<file path="src/rtl/systolic_result_drain_if.sv">
// Result stream from the drain to its consumer: one word plus its {row,col}
// index, moved on a val/rdy handshake.
interface systolic_result_drain_if #(
    parameter int size  = 16,
    parameter int nbits = 16
);
    logic [nbits-1:0]           send_msg;
    logic [2*$clog2(size)-1:0]  send_idx;
    logic                       send_val;
    logic                       send_rdy;

    modport master (output send_msg, send_idx, send_val, input send_rdy);
    modport slave  (input send_msg, send_idx, send_val, output send_rdy);
endinterface

</file>
<file path="src/rtl/systolic_result_drain.sv">
// Walks the systolic array output mux row-major, latching each PE sum and
// streaming it out with its {row,col} index; pulses done after the last word.
//
// state | meaning
// IDLE  | waiting for start, selects parked at (0,0)
// FETCH | selects driven from the index, datapath sum captured at the edge
// SEND  | word offered downstream, held until accepted
// DONE  | one-cycle done pulse, index returns to (0,0)
module systolic_result_drain #(
    parameter int size  = 16,
    parameter int nbits = 16
) (
    input  logic                     clk,
    input  logic                     rst,
    input  logic                     start,
    output logic [$clog2(size)-1:0]  out_rsel,
    output logic [$clog2(size)-1:0]  out_csel,
    input  logic [nbits-1:0]         b_s_out,
    systolic_result_drain_if.master  send,
    output logic                     busy,
    output logic                     done
);
    localparam int lw = $clog2(size);
    localparam logic [lw-1:0] last_pos = lw'(size - 1);

    typedef enum logic [1:0] {IDLE, FETCH, SEND, DONE} state_t;
    state_t state;

    // The select registers double as the drain index, so the mux input is
    // stable for the whole FETCH cycle.
    always_ff @(posedge clk) begin
        if (rst) begin
            state         <= IDLE;
            out_rsel      <= '0;
            out_csel      <= '0;
            send.send_msg <= '0;
            send.send_idx <= '0;
            send.send_val <= 1'b0;
            busy          <= 1'b0;
            done          <= 1'b0;
        end else begin
            done <= 1'b0;
            case (state)
                IDLE: begin
                    if (start) begin
                        state    <= FETCH;
                        busy     <= 1'b1;
                        out_rsel <= '0;
                        out_csel <= '0;
                    end
                end
                FETCH: begin
                    send.send_msg <= b_s_out;
                    send.send_idx <= {out_rsel, out_csel};
                    send.send_val <= 1'b1;
                    state         <= SEND;
                end
                SEND: begin
                    if (send.send_rdy) begin
                        send.send_val <= 1'b0;
                        if (out_rsel == last_pos && out_csel == last_pos) begin
                            state <= DONE;
                            done  <= 1'b1;
                        end else begin
                            state <= FETCH;
                            if (out_csel == last_pos) begin
                                out_csel <= '0;
                                out_rsel <= out_rsel + lw'(1);
                            end else begin
                                out_csel <= out_csel + lw'(1);
                            end
                        end
                    end
                end
                DONE: begin
                    state    <= IDLE;
                    busy     <= 1'b0;
                    out_rsel <= '0;
                    out_csel <= '0;
                end
                default: state <= IDLE;
            endcase
        end
    end
endmodule

</file>
<file path="src/flat_wrapper.sv">
// flat-port wrapper written by rule: the top's interface ports become plain ports
module systolic_result_drain_flat 
#(
    parameter int size  = 16,
    parameter int nbits = 16
)
  (clk, rst, start, out_rsel, out_csel, b_s_out, busy, done, send_send_msg, send_send_idx, send_send_val, send_send_rdy);
  systolic_result_drain_if #(.size(size), .nbits(nbits)) send_i ();
  input  logic clk;
  input  logic rst;
  input  logic start;
  output logic [$clog2(size)-1:0] out_rsel;
  output logic [$clog2(size)-1:0] out_csel;
  input  logic [nbits-1:0] b_s_out;
  output logic busy;
  output logic done;
  output wire logic [$bits(send_i.send_msg)-1:0] send_send_msg;
  output wire logic [$bits(send_i.send_idx)-1:0] send_send_idx;
  output wire logic [$bits(send_i.send_val)-1:0] send_send_val;
  input wire logic [$bits(send_i.send_rdy)-1:0] send_send_rdy;
  assign send_send_msg = send_i.send_msg;
  assign send_send_idx = send_i.send_idx;
  assign send_send_val = send_i.send_val;
  assign send_i.send_rdy = send_send_rdy;
  systolic_result_drain #(.size(size), .nbits(nbits)) u_core (.clk(clk), .rst(rst), .start(start), .out_rsel(out_rsel), .out_csel(out_csel), .b_s_out(b_s_out), .send(send_i), .busy(busy), .done(done));
endmodule
</file>
<file path="config.mk">
export PLATFORM = sky130hd
export DESIGN_NAME = systolic_result_drain_flat
export DESIGN_NICKNAME = d
export VERILOG_FILES = /design/src/rtl/systolic_result_drain_if.sv /design/src/rtl/systolic_result_drain.sv /design/src/flat_wrapper.sv
export SDC_FILE = /design/constraint.sdc
export NUM_CORES = 1
export LEC_CHECK = 0
export ABC_AREA = 1
export ABC_CLOCK_PERIOD_IN_PS = 3350
export BUFFER_PORTS_ARGS = -buffer_cell sky130_fd_sc_hd__clkbuf_2
export CAP_MARGIN = 30
export CORE_MARGIN = 2
export CORE_UTILIZATION = 50
export CTS_CLUSTER_DIAMETER = 200
export CTS_CLUSTER_SIZE = 24
export DETAILED_ROUTE_END_ITERATION = 7
export PLACE_DENSITY_LB_ADDON = 0.12
export SLEW_MARGIN = 20
export SYNTH_ARGS = -nofsm -noshare
export SYNTH_HDL_FRONTEND = slang
export SYNTH_SLANG_ARGS = --single-unit
</file>
<file path="constraint.sdc">
create_clock -name clk -period 3.35 [get_ports clk]
set_clock_uncertainty 0.15 [all_clocks]
set_input_delay 0.1675 -clock clk [delete_from_list [all_inputs] [get_ports clk]]
set_output_delay 0.1675 -clock clk [all_outputs]
set_load 0.02 [all_outputs]
</file>
==> summary.md <==
| Metric | Value |
|---|---|
| Status | finished clean |
| Worst Path Required | 3.49 ns |
| Fin Setup TNS | 0 ns |
| Max Transition Viols Final | 0 |
| Cell Rows | 20 |
| Setup violations, final | 0 |
| CTS H-tree lvls | 2 |
| Met2 WL | 1570 µm |
| Synthesized cell area | 0.00156 mm² |
| CTS clk-pin slew, worst paths | 0.10 ns |
| Area leader, netlist | dfxtp_1 |
| CTS root buf | clkbuf_4 |
| Most instantiated cells after synthesis | nor2_1, dfxtp_1, nand2_1 |
| Post-synth EDFFs | 0 |
| DRT Pass-1 Iters | 4 |
| Hold crit path type | reg -> reg |
| Slowest cell on crit path | dlygate4sd3_1 |
| Routability cong. | 0.825 |
| Synth area leaders | dfxtp_1, nor2_1, o21ai_0 |
| P&R area growth vs syn | 32.8% |
| Initial Util | 51.9% |
| Power per cell area | 455 mW/mm² |
| Die H | 59.8 µm |
| Maximum vdd drop | 0.325 mV |
| Routed wire length | 3350 µm |
| Clk_lat worst skew | 0.34 ns |
| Ratio of cells with drive above 1 in the final layout | 27.7% |
| Die width | 59.8 µm |
| Initial antenna violation count | 0 |
| Rel. slew slack | 54.9% |
| Max_cap viols | 0 |
| Leak | 0.000986 µW |
| CTS tree | built |
| Slowest stage delay, CP | 0.55 ns |
| Via density | 4.81 |
| Crit path max fanout | 6 |
| Final core occ | 69.0% |
| CTS sink count | 37 |
| Grt ovf | 0 |
| DRT met1 WL | 1580 µm |
| Final clock period utilization by the worst path | 51.3% |
| WP buf/inv | 3 |
| Post-Syn Nets | 227 |
| Routed WL per cell | 10.8 µm |
| Endpoint class of the critical path | flip-flop |
| Post-place setup slack | 1.77 ns |
| Post-detail-place hpwl | 2170 µm |
| Synth Instances | 205 |
| DRT antenna net count | 0 |
| DR vias | 1,497 |
| WP data arrival | 1.86 ns |
| Ports | 55 |
| Prevailing post-synth register cell | dfxtp_1 |
| Max Root-Sink Buffers | 2 |
| Area share of the largest cell type after synthesis | 47.5% |
| GRT Resource Usage Total | 20.7% |
| Period minus WS final | 1.72 ns |
| Largest net degree at the start of global routing | 31 |
| Fill cells | 266 |
| Netlist cell types | 25 |
| DRC errors left | 0 |
| RSZ-0062 raised after global routing | false |
| Num CTS Buffers | 5 |
| Vias in the first global route | 1,271 |
| Worst-margin pin slew | 0.672 ns |
| Most common cell in the netlist | nor2_1 |
| Synthesized area per cell | 7.60 µm² |
| CP cell instances | inv_2 > nand2_2 > inv_2 > nand2_1 > nand2_1 > a21oi_1 > dlygate4sd3_1 |
| Crit Path Class | reg -> reg |
| Seq/Total Area, Yosys | 47.5% |
| CP top delay family | buffers and inverters |
| Routed met3 length | 157 µm |
| Fin nets | 299 |
| Asr flop ratio synth | 0% |
| Synth warnings | 0 |
| Die ar. | 0.00358 mm² |
| Port bufs | 54 |
| Ant. Diodes | 0 |
| Post-CTS setup buffer count | 0 |
| Max layer used | met4 |
| FMAX | 0.582 GHz |
| Startpoint types | flip-flop |
| Initial DRC count | 82 |
| Global-route wire length before repair | 5490 µm |
| Core area | 0.00300 mm² |
| Post-route setup slack | 1.63 ns |
| Final hold vios | 0 |
| Register bit total from synthesis | 37 |
[per-layer routing]
layer | vias up | track usage (%)
li1 | 801 | -
met1 | 657 | 26.3
met2 | 34 | 32.3
met3 | 5 | 6.06
met4 | 0 | 9.21
met5 | - | 0
[logic make-up (layout without fill, tap and decap cells)]
kind of cell / Yosys count / in the layout / synth area share [%]
AND/OR/NAND/NOR: 98 / 98 / 28.8
AO/OA/AOI/OAI: 38 / 38 / 13.1
flip-flops: 37 / 37 / 47.5
buffers and inverters: 28 / 101 / 7.87
adder cells (fa/ha/maj): 2 / 2 / 1.60
XOR/XNOR: 2 / 2 / 1.12
[report_power, final]
| part | leakage (µW) | switching, µW | internal [µW] |
|---|---|---|---|
| Clock | 0.0000320 | 145 | 79.9 |
| Sequential | 0.000304 | 24.8 | 476 |
| Combinational | 0.000651 | 131 | 84.3 |
[stage by stage]
stage / total power (µW) / instance area, µm² / instances / hold WS, ns
2_1_floorplan: 652 / 1560 / 205 / 0.181
3_3_place_gp: 708 / 1820 / 283 / 0.273
3_5_place_dp: 710 / 1820 / 283 / 0.277
4_1_cts: 949 / 2070 / 311 / 0.335
5_1_grt: 1000 / 2070 / 311 / 0.359
6_report: 941 / 2070 / 311 / 0.335
[cell type report]
class	count	area, µm²	share of cell area, %
sequential	37	741	35.8
multi-input combinational	140	696	33.6
timing repair buffer	74	470	22.7
inverter	19	71.3	3.44
clock buffer	6	41.3	1.99
tap	33	41.3	1.99
clock inverter	2	10.0	0.483
[worst register-to-register path: cells and delay by family (launching register included)]
| kind | cells | cell delay, ns |
|---|---|---|
| buffers and inverters | 3 | 0.71 |
| DFF | 1 | 0.41 |
| and+or+nand+nor | 3 | 0.29 |
| AOI/OAI and AO/OA | 1 | 0.11 |
[layout by cell type, fill, tap and decap left out, types with 4 or more instances in the layout]
cell / instances
o21ai_0: 20
dfxtp_1: 37
nand2_1: 26
clkbuf_4: 5
nand4_1: 5
inv_1: 11
o21ai_1: 5
a21oi_1: 12
dlygate4sd3_1: 20
inv_2: 7
clkbuf_2: 54
nand3_1: 4
nor2_1: 53
[sequential cells by signal, indices dropped and copies added (netlist names)]
signal                flops
u_core.done               1
u_core.out_csel           4
u_core.busy               1
u_core.send.send_val      1
u_core.send.send_msg     16
u_core.send.send_idx      8
u_core.out_rsel           4
u_core.state              2
[timing repair]
item,CTS,global route
hold endpoints to repair,23,0
hold buffers,20,0
resized for setup,0,0
[final timing paths]
kind,from,endpoint,slack (ns),depth (start not counted)
setup / recovery,u_core.state[0],u_core.send.send_val,1.63,7
hold / removal,u_core.busy,u_core.busy,0.34,2
setup reg to reg,u_core.state[0],u_core.send.send_val,1.63,7
hold reg to reg,u_core.busy,u_core.busy,0.34,2
Note: power is estimated with default switching activity, not from simulation.
